### config.mk
export PLATFORM = sky130hd
export DESIGN_NAME = tex_cache_refill_ctrl
export DESIGN_NICKNAME = d
export VERILOG_FILES = /design/src/rtl/tex_cache_refill_ctrl_pkg.sv /design/src/rtl/tex_cache_refill_ctrl.sv
export SDC_FILE = /design/constraint.sdc
export NUM_CORES = 1
export LEC_CHECK = 0
export BUFFER_PORTS_ARGS = -buffer_cell sky130_fd_sc_hd__buf_2
export CAP_MARGIN = 20
export CORE_ASPECT_RATIO = 1.25
export CORE_MARGIN = 5
export CORE_UTILIZATION = 50
export DETAILED_ROUTE_END_ITERATION = 12
export PLACE_DENSITY = 0.91
export SLEW_MARGIN = 30
export SYNTH_ARGS = -nofsm -noshare
export SYNTH_HDL_FRONTEND = slang
export SYNTH_SLANG_ARGS = --single-unit
### constraint.sdc
create_clock -name i_clk -period 3.1 [get_ports i_clk]
set_input_delay 0.465 -clock i_clk [delete_from_list [all_inputs] [get_ports i_clk]]
set_output_delay 0.465 -clock i_clk [all_outputs]
set_load 0.01 [all_outputs]
### src/rtl/tex_cache_refill_ctrl_pkg.sv
// Shared GPU definitions for the texture cache refill path: FSM encoding and
// the 64-bit word address width.
package tex_cache_refill_ctrl_pkg;

  localparam int WORD_ADDR_W = 17;
  localparam int STATE_W     = 3;

  localparam logic [STATE_W-1:0] ST_IDLE      = 3'd0;
  localparam logic [STATE_W-1:0] ST_REQ       = 3'd1;
  localparam logic [STATE_W-1:0] ST_WAIT_DATA = 3'd2;
  localparam logic [STATE_W-1:0] ST_WRITE     = 3'd3;
  localparam logic [STATE_W-1:0] ST_SETTLE    = 3'd4;

  typedef logic [WORD_ADDR_W-1:0] wordAddr_t;

endpackage

### src/rtl/tex_cache_refill_ctrl.sv
// Texture cache refill controller: arbitrates misses from ports A/B, fetches one
// 64-bit word from memory, writes it into the cache and waits out the lookup latency.
module tex_cache_refill_ctrl
  import tex_cache_refill_ctrl_pkg::*;
#(
  parameter int SETTLE_CYCLES = 1
) (
  input  logic        i_clk,
  input  logic        i_nrst,
  input  logic        i_missA,
  input  logic        i_missB,
  input  logic [18:0] i_adressLookA,
  input  logic [18:0] i_adressLookB,
  output logic        o_memReq,
  output logic [16:0] o_memAddr,
  input  logic        i_memAck,
  input  logic        i_memDataValid,
  input  logic [63:0] i_memData,
  output logic        o_cacheWrite,
  output logic [16:0] o_cacheAddr,
  output logic [63:0] o_cacheData,
  output logic        o_busy,
  output logic        o_doneA,
  output logic        o_doneB
);

  logic [STATE_W-1:0] state;
  wordAddr_t          addrReg;
  logic [63:0]        dataReg;
  logic               serveA, serveB;
  logic               lastGrantB;
  logic               pendA, pendB;
  wordAddr_t          pendAddrA, pendAddrB;
  logic [2:0]         settleCnt;

  // Halfword offset bits never take part in word selection.
  logic unusedLowBits;
  assign unusedLowBits = ^{i_adressLookA[1:0], i_adressLookB[1:0]};

  logic      wantA, wantB, sameWord;
  wordAddr_t wAddrA, wAddrB;
  logic      grantA, grantB, deferA, deferB, updLast, nextLastB;

  // A deferred port is served from its captured address, not the live lookup bus.
  assign wantA    = i_missA | pendA;
  assign wantB    = i_missB | pendB;
  assign wAddrA   = pendA ? pendAddrA : i_adressLookA[18:2];
  assign wAddrB   = pendB ? pendAddrB : i_adressLookB[18:2];
  assign sameWord = (wAddrA == wAddrB);

  always_comb begin
    grantA    = 1'b0;
    grantB    = 1'b0;
    deferA    = 1'b0;
    deferB    = 1'b0;
    updLast   = 1'b0;
    nextLastB = lastGrantB;
    if (wantA && wantB) begin
      if (sameWord) begin
        grantA = 1'b1;
        grantB = 1'b1;
      end else if (lastGrantB) begin
        grantA    = 1'b1;
        deferB    = 1'b1;
        updLast   = 1'b1;
        nextLastB = 1'b0;
      end else begin
        grantB    = 1'b1;
        deferA    = 1'b1;
        updLast   = 1'b1;
        nextLastB = 1'b1;
      end
    end else if (wantA) begin
      // Serving the loser of an earlier tie leaves the round-robin pointer alone.
      grantA    = 1'b1;
      updLast   = ~pendA;
      nextLastB = 1'b0;
    end else if (wantB) begin
      grantB    = 1'b1;
      updLast   = ~pendB;
      nextLastB = 1'b1;
    end
  end

  always_ff @(posedge i_clk) begin
    if (!i_nrst) begin
      state      <= ST_IDLE;
      addrReg    <= '0;
      dataReg    <= '0;
      serveA     <= 1'b0;
      serveB     <= 1'b0;
      lastGrantB <= 1'b1;
      pendA      <= 1'b0;
      pendB      <= 1'b0;
      pendAddrA  <= '0;
      pendAddrB  <= '0;
      settleCnt  <= '0;
    end else begin
      case (state)
        ST_IDLE: begin
          if (wantA || wantB) begin
            addrReg <= grantA ? wAddrA : wAddrB;
            serveA  <= grantA;
            serveB  <= grantB;
            pendA   <= deferA;
            pendB   <= deferB;
            if (deferA) pendAddrA <= wAddrA;
            if (deferB) pendAddrB <= wAddrB;
            if (updLast) lastGrantB <= nextLastB;
            state <= ST_REQ;
          end
        end
        ST_REQ, ST_WAIT_DATA: begin
          // New misses on the idle port are remembered so none is lost.
          if (i_missA && !serveA && !pendA) begin
            pendA     <= 1'b1;
            pendAddrA <= i_adressLookA[18:2];
          end
          if (i_missB && !serveB && !pendB) begin
            pendB     <= 1'b1;
            pendAddrB <= i_adressLookB[18:2];
          end
          if (state == ST_REQ) begin
            if (i_memAck) begin
              if (i_memDataValid) begin
                dataReg <= i_memData;
                state   <= ST_WRITE;
              end else begin
                state <= ST_WAIT_DATA;
              end
            end
          end else if (i_memDataValid) begin
            dataReg <= i_memData;
            state   <= ST_WRITE;
          end
        end
        ST_WRITE: begin
          settleCnt <= 3'(SETTLE_CYCLES - 1);
          state     <= ST_SETTLE;
        end
        ST_SETTLE: begin
          if (settleCnt == 3'd0) state <= ST_IDLE;
          else settleCnt <= settleCnt - 3'd1;
        end
        default: state <= ST_IDLE;
      endcase
    end
  end

  assign o_memReq     = (state == ST_REQ);
  assign o_memAddr    = addrReg;
  assign o_cacheWrite = (state == ST_WRITE);
  assign o_cacheAddr  = addrReg;
  assign o_cacheData  = dataReg;
  assign o_busy       = (state != ST_IDLE);
  assign o_doneA      = o_cacheWrite & serveA;
  assign o_doneB      = o_cacheWrite & serveB;

endmodule

==> results.sh, run 1 <==
export IMPL_dr_pass1_iters=5
export IMPL_gp_congestion=0.861
export IMPL_io_buffers=206
export IMPL_pre_cts_slack_ns=0.487
export IMPL_synthFlopType="dfxtp_1"
export IMPL_final_hold_viol_count=0
export IMPL_dieWidth_um=107
export IMPL_start_util_pct=50.5
export IMPL_rows=44
export IMPL_die_height_um=131
export IMPL_ctsHoldBuffers=0
export IMPL_dp_hpwl_mm=11.8
export IMPL_setup_viol=0
export IMPL_yosys_warnings=0
export IMPL_maxCapViolCount=0
export IMPL_syn_area_um2=5840
export IMPL_fillCellCount=922
export IMPL_avgSynthCellArea_um2=8.04
export IMPL_synth_edf_count=0
export IMPL_worst_pin_slew_ns=0.711
export IMPL_clk_latency_ns=0.41
export IMPL_overflow=0
export IMPL_post_route_util_pct=65.0
export IMPL_ys_ff_latch=126
export IMPL_dr_total_vias=5691
export IMPL_drt_first_iter_violations=416
export IMPL_finClkSkew_ns=0.00963
export IMPL_drt_total_wl_mm=16.4
export IMPL_first_global_vias=5332
export IMPL_drv_slew=0
export IMPL_synthCells=726
export IMPL_cp_arrival_ns=2.98
export IMPL_die_area_um2=14000
export IMPL_slew_headroom_pct=52.6
export IMPL_clk_pin_slew_ns=0.06
export IMPL_synth_top_cell_area_share_pct=43.2
export IMPL_yosysSeqAreaShare_pct=43.2
export IMPL_cts_sinks=126
export IMPL_antenna_found_initial=1
export IMPL_syn_nets=836
export IMPL_critPathMaxStageDelay_ns=0.43
export IMPL_critPathLaunchType="register"
export IMPL_core_um2=11600
export IMPL_pin_count=211
export IMPL_max_freq_mhz=379
export IMPL_period_minus_slack_ns=2.64
export IMPL_setup_worst_path_class="reg -> reg"
export IMPL_drtAntennaViolNets=0
export IMPL_grt_max_degree=75
export IMPL_synthArstFlopShare_pct=0
export IMPL_outcome="completed"
export IMPL_ir_drop_uv=399
export IMPL_clockRootBuffer="clkbuf_16"
export IMPL_cts_setup_buffers=0
export IMPL_cp_data_required_time_ns=3.44
export IMPL_synth_top_area_cell="dfxtp_1"
export IMPL_grt_pass1_wl_mm=25.3
export IMPL_tns_ns=0
export IMPL_fin_crit_sh_pct=85.2
export IMPL_hp_class="in -> reg"
export IMPL_fin_nets=1011
export IMPL_rsz0062_at_grt="false"
export IMPL_cts_buffer_depth=2
export IMPL_path_max_fanout=22
export IMPL_instances_no_fill=1051
export IMPL_crit_path_end_kind="register"
export IMPL_setup_ws_ns=0.460
export IMPL_drc=0
export IMPL_htreeDepth=4
export IMPL_r2r_slack_ns=0.46
export IMPL_routed_wire_length_per_instance_um=15.6
export IMPL_ctsResizeCount=0
export IMPL_grt_usage_pct=22.7
export IMPL_cts_tree="yes"
export IMPL_area_delta_synth_final_pct=28.6
export IMPL_place_inst=1020
export IMPL_path_cells="buf_12 -> mux2i_1 -> xnor2_1 -> nand4_1 -> nor4_4 -> a21oi_2 -> a21oi_4 -> buf_12 -> mux2i_1"
export IMPL_leakagePower_nw=3.41
export IMPL_synth_distinct_cells=41
export IMPL_cts_buffers=17
export IMPL_synthTopCellsByArea="dfxtp_1 (43%), nand2_1 (14%), mux2i_1 (12%), a21oi_1 (6.3%), o21ai_0 (4.6%)"
export IMPL_power_density_nw_per_um2=894
export IMPL_worst_path_max_delay_cell="nor4_4"
export IMPL_drive_gt1_share_pct=29.2
export IMPL_via_per_inst=5.41
## power breakdown
part           internal [mW]  total, mW  leakage, nW  switching, mW
combinational          0.976       2.45         2.09           1.47
sequential              1.97       2.19         1.03          0.212
clock                   1.34       2.08        0.288          0.736
## final cells by class
type	instances	area (um2)	area share, %
Inverter	10	37.5	0.500
Clock inverter	13	190	2.53
Antenna cell	1	2.50	0.0333
Multi-Input combinational cell	522	2960	39.4
Clock buffer	17	425	5.66
Sequential cell	126	2520	33.6
Timing Repair Buffer	224	1200	16.0
Tap cell	138	173	2.30
## state kept, by name, indices dropped and copies added (netlist names)
name         flops
lastGrantB       1
o_cacheAddr     17
o_cacheData     64
pendA            1
pendAddrA       17
pendAddrB       17
pendB            1
serveA           1
serveB           1
settleCnt        3
state            3
## synth_stat cells (2+ instances only)
master,number
nand3_1,19
buf_4,20
clkbuf_1,41
buf_6,3
xor2_1,3
o311a_1,3
o21ai_0,54
o31ai_1,2
a21oi_1,74
nand2_1,217
nor2_1,16
dfxtp_1,126
nand2b_1,2
xnor2_1,16
and2_1,4
mux2i_1,68
nand4_1,3
a22o_1,17
nor3_1,3
nor2b_1,2
buf_2,4
ha_1,2
inv_1,9
## layer usage
layer / share of wire, % / up-vias / GRT usage (%)
li1: - / 2777 / -
met1: 37 / 2610 / 25.1
met2: 50 / 256 / 40.1
met3: 8.3 / 48 / 5.50
met4: 4.5 / 0 / 12.8
met5: 0 / - / 0
## logic make-up (layout without fill, tap and decap cells)
kind of cell,Yosys count,after routing,share of synthesized area [%]
and+or+nand+nor,273,273,19.1
AOI/OAI and AO/OA,159,159,15.8
DFF,126,126,43.2
buffers and inverters,78,264,6.77
muxes,69,69,11.8
xor gates and xnor gates,19,19,2.85
adders and majority gates,2,2,0.428
other,0,1,0
## through the flow
| step | power [mW] | hold WS [ns] | instance area [um2] |
|---|---|---|---|
| after floorplan | 3.94 | 0.436 | 5840 |
| after global placement | 4.57 | 0.438 | 6890 |
| after detailed placement | 4.65 | 0.443 | 6890 |
| after CTS | 6.74 | 0.276 | 7500 |
| after global routing | 7.09 | 0.286 | 7510 |
| final | 6.71 | 0.294 | 7510 |
## layout by cell type, fill, tap and decap left out, types with 2 or more instances in the layout
cell        Yosys  final
a22o_1         17     17
bufinv_16       0      4
inv_6           0      2
buf_2           4    206
buf_12          0      3
xnor2_1        16     16
o311a_1         3      2
nand2_1       217    217
nand2b_1        2      2
mux2i_1        68     68
ha_1            2      2
clkinvlp_4      0      4
clkbuf_16       0     17
buf_4          20     15
o21ai_0        54     54
xor2_1          3      3
o31ai_1         2      2
nand4_1         3      3
clkinv_4        0      2
nor2_1         16     14
a21oi_1        74     73
dfxtp_1       126    126
nor3_1          3      3
nor2b_1         2      2
a21oi_2         1      2
nand3_1        19     19
and2_1          4      4
inv_1           9      9
## worst max-delay path, delay by kind of cell, from the launching register on
| family | cells | cell delay [ns] |
|---|---|---|
| simple gates | 2 | 0.60 |
| mux | 2 | 0.56 |
| buf+inv | 2 | 0.40 |
| xor+xnor | 1 | 0.19 |
| compound gates | 2 | 0.46 |
| flops | 1 | 0.35 |
## path summary, 6_finish.rpt
| kind | startpoint | to | depth (start not counted) |
|---|---|---|---|
| worst min register to register | o_cacheData[9] | o_cacheData[9] | 2 |
| worst min-delay path | i_memData[41] | o_cacheData[41] | 3 |
| worst max register to register | pendB | pendAddrA[8] | 9 |
| worst max-delay path | pendB | pendAddrA[8] | 9 |
(Power assumes the default switching activity.)
==> run 2: changes to the inputs <==
==> constraint.sdc (replaced) <==
create_clock -name i_clk -period 3.1 [get_ports i_clk]
set_input_delay 0.155 -clock i_clk [delete_from_list [all_inputs] [get_ports i_clk]]
set_output_delay 0.155 -clock i_clk [all_outputs]
set_load 0.01 [all_outputs]
==> results.sh, run 2 (synthesized netlist as in run 1, its figures left out) <==
export IMPL_ctsResizeCount=0
export IMPL_r2r_start="pendB"
export IMPL_leakagePower_nw=3.66
export IMPL_dp_hpwl_mm=11.5
export IMPL_maxCapViolCount=0
export IMPL_max_freq_mhz=376
export IMPL_hp_class="in -> reg"
export IMPL_antenna_found_initial=1
export IMPL_overflow=0
export IMPL_cp_arrival_ns=2.99
export IMPL_area_delta_synth_final_pct=38.4
export IMPL_worst_path_max_delay_cell="mux2i_1"
export IMPL_grt_usage_pct=26.1
export IMPL_hold_slack_ns=0.0506
export IMPL_rows=44
export IMPL_path_max_fanout=17
export IMPL_r2r_slack_ns=0.44
export IMPL_cts_tree="yes"
export IMPL_fin_crit_sh_pct=85.7
export IMPL_cts_buffer_depth=2
export IMPL_dr_total_vias=6174
export IMPL_dieWidth_um=107
export IMPL_die_area_um2=14000
export IMPL_critPathLaunchType="register"
export IMPL_die_height_um=131
export IMPL_path_buf_inv=3
export IMPL_rr_worst_depth=9
export IMPL_clockRootBuffer="clkbuf_16"
export IMPL_crit_path_end_kind="register"
export IMPL_htreeDepth=4
export IMPL_power_density_nw_per_um2=827
export IMPL_min_from="i_memData[44]"
export IMPL_drc=0
export IMPL_via_per_inst=5.53
export IMPL_period_minus_slack_ns=2.66
export IMPL_clk_latency_ns=0.41
export IMPL_outcome="completed"
export IMPL_hold_end="o_cacheData[44]"
export IMPL_final_common_cell="nand2_1"
export IMPL_mostFrequentLayoutCells="nand2_1 (217), buf_2 (206), dfxtp_1 (126), a21oi_1 (73), mux2i_1 (68)"
export IMPL_drtAntennaViolNets=0
export IMPL_start_util_pct=50.5
export IMPL_critPathTopFamily="buffers and inverters"
export IMPL_io_buffers=206
export IMPL_gp_congestion=0.866
export IMPL_dr_pass1_iters=5
export IMPL_setup_viol=0
export IMPL_tns_ns=0
export IMPL_cp_data_required_time_ns=3.44
export IMPL_setup_worst_path_class="reg -> reg"
export IMPL_worst_pin_slew_ns=0.714
export IMPL_largest_register_ffs=64
export IMPL_routed_wire_length_per_instance_um=16.8
export IMPL_rr_endpoint="pendAddrA[2]"
export IMPL_grt_pass1_wl_mm=28.9
export IMPL_critPathMaxStageDelay_ns=0.39
export IMPL_first_global_vias=5808
export IMPL_whs_path_depth=3
export IMPL_drt_first_iter_violations=557
export IMPL_clk_pin_slew_ns=0.06
export IMPL_fin_nets=1074
export IMPL_crit_top_cell="buf_4"
export IMPL_drt_total_wl_mm=18.8
export IMPL_drive_gt1_share_pct=27.5
export IMPL_drv_slew=0
export IMPL_cts_buffers=17
export IMPL_rsz0062_at_grt="false"
export IMPL_finClkSkew_ns=0.0103
export IMPL_slew_headroom_pct=52.4
export IMPL_fillCellCount=803
export IMPL_final_hold_viol_count=0
export IMPL_core_um2=11600
export IMPL_cts_sinks=126
export IMPL_path_cells="buf_4 -> buf_4 -> mux2i_1 -> xor2_1 -> nor4_4 -> a21oi_2 -> a21oi_4 -> buf_4 -> mux2i_1"
export IMPL_pin_count=211
export IMPL_ir_drop_uv=394
export IMPL_grt_max_degree=75
## run 2: where the power goes
part	internal, mW	switching (mW)	leakage [nW]
clock	1.20	0.773	0.278
combinational	1.01	1.51	2.35
sequential	1.97	0.223	1.03
## run 2: worst max-delay path by stage
| stage | start | end | cells after the start |
|---|---|---|---|
| 2_1_floorplan | pendB | pendAddrA[10] | 10 |
| 3_3_place_gp | pendB | pendAddrA[0] | 9 |
| 3_5_place_dp | pendB | pendAddrA[10] | 10 |
| 4_1_cts | pendB | pendAddrA[2] | 9 |
| 5_1_grt | pendB | pendAddrA[3] | 9 |
| 6_report | pendB | pendAddrA[2] | 9 |
## run 2: per-stage QoR
step                util (%)  total power, mW  setup slack, ns  instance area (um2)  cells
floorplan                  -             3.94            0.733                 5840    726
global placement        59.5             4.53            0.567                 6880   1022
detailed placement      59.5             4.61            0.488                 6880   1022
CTS                     69.9             6.64            0.430                 8080   1115
global route            69.9             7.05            0.236                 8080   1116
finish                  69.9             6.68            0.442                 8080   1116
## run 2: area by class of cell
| cell class | instances | area (um2) | area share (%) |
|---|---|---|---|
| sequential | 126 | 2520 | 31.2 |
| clock buffer | 18 | 429 | 5.31 |
| antenna | 1 | 2.50 | 0.0310 |
| inverter | 10 | 37.5 | 0.464 |
| clock inverter | 14 | 158 | 1.95 |
| timing repair buffer | 287 | 1800 | 22.3 |
| multi-input combinational | 522 | 2960 | 36.6 |
| tap | 138 | 173 | 2.14 |
## run 2: worst register-to-register path, cell delays in order (launching register included)
cell and delay [ns]:
dfxtp_1 0.30, buf_4 0.25, buf_4 0.24, mux2i_1 0.39
xor2_1 0.17, nor4_4 0.38, a21oi_2 0.14, a21oi_4 0.16
buf_4 0.32, mux2i_1 0.24
## run 2: timing repair
| item | in CTS | in global routing |
|---|---|---|
| hold endpoints to repair | 61 | 0 |
| buffers inserted | 0 | 0 |
| hold buffers | 61 | 0 |
## run 2: routing by layer
metal  part of all wire, %  track usage (%)  wire length, um
met1                    36             28.6             6840
met2                    50             46.5             9400
met3                   9.1             6.78             1710
met4                   4.4             13.3              817
met5                     0                0                0
==> run 3: changes to the inputs <==
- ABC_AREA: unset -> 1
- CORE_UTILIZATION: 50 -> 51
==> results.sh, run 3 <==
export IMPL_dr_total_vias=6952
export IMPL_pre_cts_slack_ns=0.530
export IMPL_period_minus_slack_ns=2.66
export IMPL_drt_first_iter_violations=600
export IMPL_largest_register_ffs=64
export IMPL_yosysSeqAreaShare_pct=38.7
export IMPL_syn_area_um2=6510
export IMPL_crit_top_cell="nand2_1"
export IMPL_critPathTopFamily="simple AND/OR/NAND/NOR gates"
export IMPL_drc=0
export IMPL_cts_buffer_depth=2
export IMPL_routed_wire_length_per_instance_um=14.2
export IMPL_synthTopCellsByArea="dfxtp_1 (39%), nand2_1 (17%), o21ai_0 (9.8%), inv_1 (8.3%), a21oi_1 (7.1%)"
export IMPL_rsz0062_at_grt="false"
export IMPL_cp_data_required_time_ns=3.43
export IMPL_synthArstFlopShare_pct=0
export IMPL_pin_count=211
export IMPL_clk_pin_slew_ns=0.06
export IMPL_tns_ns=0
export IMPL_dieWidth_um=111
export IMPL_worst_path_max_delay_cell="dfxtp_1"
export IMPL_whs_path_depth=3
export IMPL_first_global_vias=6420
export IMPL_dr_pass1_iters=8
export IMPL_grt_usage_pct=24.6
export IMPL_cts_buffers=17
export IMPL_cts_tree="yes"
export IMPL_path_cells="buf_4 -> nand2_1 -> nand2_1 -> inv_1 -> nand2_1 -> nand2_1 -> inv_1 -> nand2_1 -> nor2_1 -> nand3_2 -> nand2_2 -> nand2_4 -> nand2_4 -> nand2_1 -> a21oi_1"
export IMPL_hp_class="in -> reg"
export IMPL_final_common_cell="nand2_1"
export IMPL_yosys_warnings=0
export IMPL_antenna_found_initial=2
export IMPL_cp_arrival_ns=2.99
export IMPL_via_per_inst=5.11
export IMPL_die_height_um=136
export IMPL_core_um2=12600
export IMPL_ir_drop_uv=581
export IMPL_finClkSkew_ns=0.00686
export IMPL_path_max_fanout=25
export IMPL_critPathLaunchType="register"
export IMPL_p_total_mw=8.61
export IMPL_synth_most_common_cell="nand2_1"
export IMPL_path_buf_inv=3
export IMPL_outcome="completed"
export IMPL_drv_slew=0
export IMPL_r2r_start="pendA"
export IMPL_post_route_util_pct=64.0
export IMPL_min_from="i_memData[21]"
export IMPL_htreeDepth=4
export IMPL_drt_total_wl_mm=19.3
export IMPL_ctsResizeCount=0
export IMPL_slew_headroom_pct=44.9
export IMPL_hold_end="o_cacheData[21]"
export IMPL_setup_ws_ns=0.438
export IMPL_dp_hpwl_mm=13.9
export IMPL_setup_viol=0
export IMPL_syn_nets=1129
export IMPL_crit_path_end_kind="register"
export IMPL_cts_setup_buffers=0
export IMPL_max_freq_mhz=376
export IMPL_clockRootBuffer="clkbuf_16"
export IMPL_overflow=0
export IMPL_gp_congestion=0.876
export IMPL_ys_ff_latch=126
export IMPL_leakagePower_nw=4.04
export IMPL_setup_worst_path_class="reg -> reg"
export IMPL_cts_sinks=126
export IMPL_maxCapViolCount=0
export IMPL_die_area_um2=15100
export IMPL_rr_endpoint="pendAddrA[15]"
export IMPL_critPathMaxStageDelay_ns=0.57
export IMPL_power_density_nw_per_um2=1070
export IMPL_r2r_slack_ns=0.44
export IMPL_clk_latency_ns=0.41
export IMPL_synth_top_area_cell="dfxtp_1"
export IMPL_mostFrequentLayoutCells="nand2_1 (298), buf_2 (206), inv_1 (144), o21ai_0 (128), dfxtp_1 (126)"
export IMPL_area_delta_synth_final_pct=23.9
export IMPL_drive_gt1_share_pct=22.5
export IMPL_grt_max_degree=69
export IMPL_ctsHoldBuffers=0
export IMPL_synth_top_cell_area_share_pct=38.7
export IMPL_synth_distinct_cells=29
export IMPL_io_buffers=206
export IMPL_fillCellCount=1094
export IMPL_worst_pin_slew_ns=0.825
export IMPL_avgSynthCellArea_um2=6.39
export IMPL_start_util_pct=51.7
export IMPL_synth_edf_count=0
export IMPL_placed_area_um2=7440
export IMPL_synth_common_cells="nand2_1 (299), inv_1 (144), o21ai_0 (128), dfxtp_1 (126), a21oi_1 (93)"
export IMPL_synthCells=1019
export IMPL_synthFlopType="dfxtp_1"
export IMPL_drtAntennaViolNets=0
export IMPL_path_depth=15
export IMPL_final_hold_viol_count=0
export IMPL_fin_area_um2=8070
export IMPL_rr_worst_depth=15
export IMPL_fin_crit_sh_pct=85.9
export IMPL_grt_pass1_wl_mm=30.3
export IMPL_rows=46
export IMPL_fin_nets=1288
[run 3: cell type report]
cell class              instances  area (um2)  share of cell area, %
well taps                     168         210                   2.61
clock inverters                15         199                   2.47
clock buffers                  17         425                   5.27
repair buffers                218        1130                   14.1
multi-input cells             668        3020                   37.5
flip-flops and latches        126        2520                   31.3
inverters                     147         552                   6.84
diodes                          1        2.50                 0.0310
[run 3: per-layer routing]
| metal | part of all wire [%] | vias to the layer above | global-route usage (%) |
|---|---|---|---|
| li1 | - | 3514 | - |
| met1 | 38 | 3040 | 27.5 |
| met2 | 49 | 335 | 43.4 |
| met3 | 9.0 | 61 | 6.68 |
| met4 | 4.1 | 2 | 11.9 |
| met5 | 0.10 | - | 0 |
[run 3: how the worst max path moves through the flow]
| stage | startpoint | endpoint |
|---|---|---|
| final | pendA | pendAddrA[15] |
| after global routing | pendA | pendAddrA[14] |
| after CTS | pendA | pendAddrA[15] |
| after detailed placement | pendA | pendAddrA[15] |
| after global placement | pendA | pendAddrA[10] |
| after floorplan | pendA | o_cacheAddr[14] |
[run 3: logic make-up (layout without fill, tap and decap cells)]
family | Yosys count | count (layout) | share of synthesized area [%]
AO/OA/AOI/OAI | 254 | 254 | 20.3
adder cells (fa/ha/maj) | 2 | 2 | 0.384
buffers and inverters | 225 | 397 | 15.1
flip-flops | 126 | 126 | 38.7
other | 0 | 1 | 0
AND/OR/NAND/NOR | 412 | 412 | 25.5
[run 3: worst min-delay path, cell delays in order]
cell and delay, ns:
buf_2 0.07, o21ai_0 0.07, a21oi_1 0.10
[run 3: stage by stage]
step	std cells	hold WS, ns
final	1360	0.0178
after global routing	1360	0.0213
after CTS	1359	0.00472
after detailed placement	1327	0.433
after global placement	1327	0.430
after floorplan	1019	0.348
[run 3: power breakdown]
group / leakage (nW) / internal [mW] / total (mW) / switching (mW)
logic: 2.70 / 1.31 / 3.97 / 2.66
registers: 1.04 / 2.19 / 2.54 / 0.346
clock network: 0.304 / 1.30 / 2.11 / 0.814
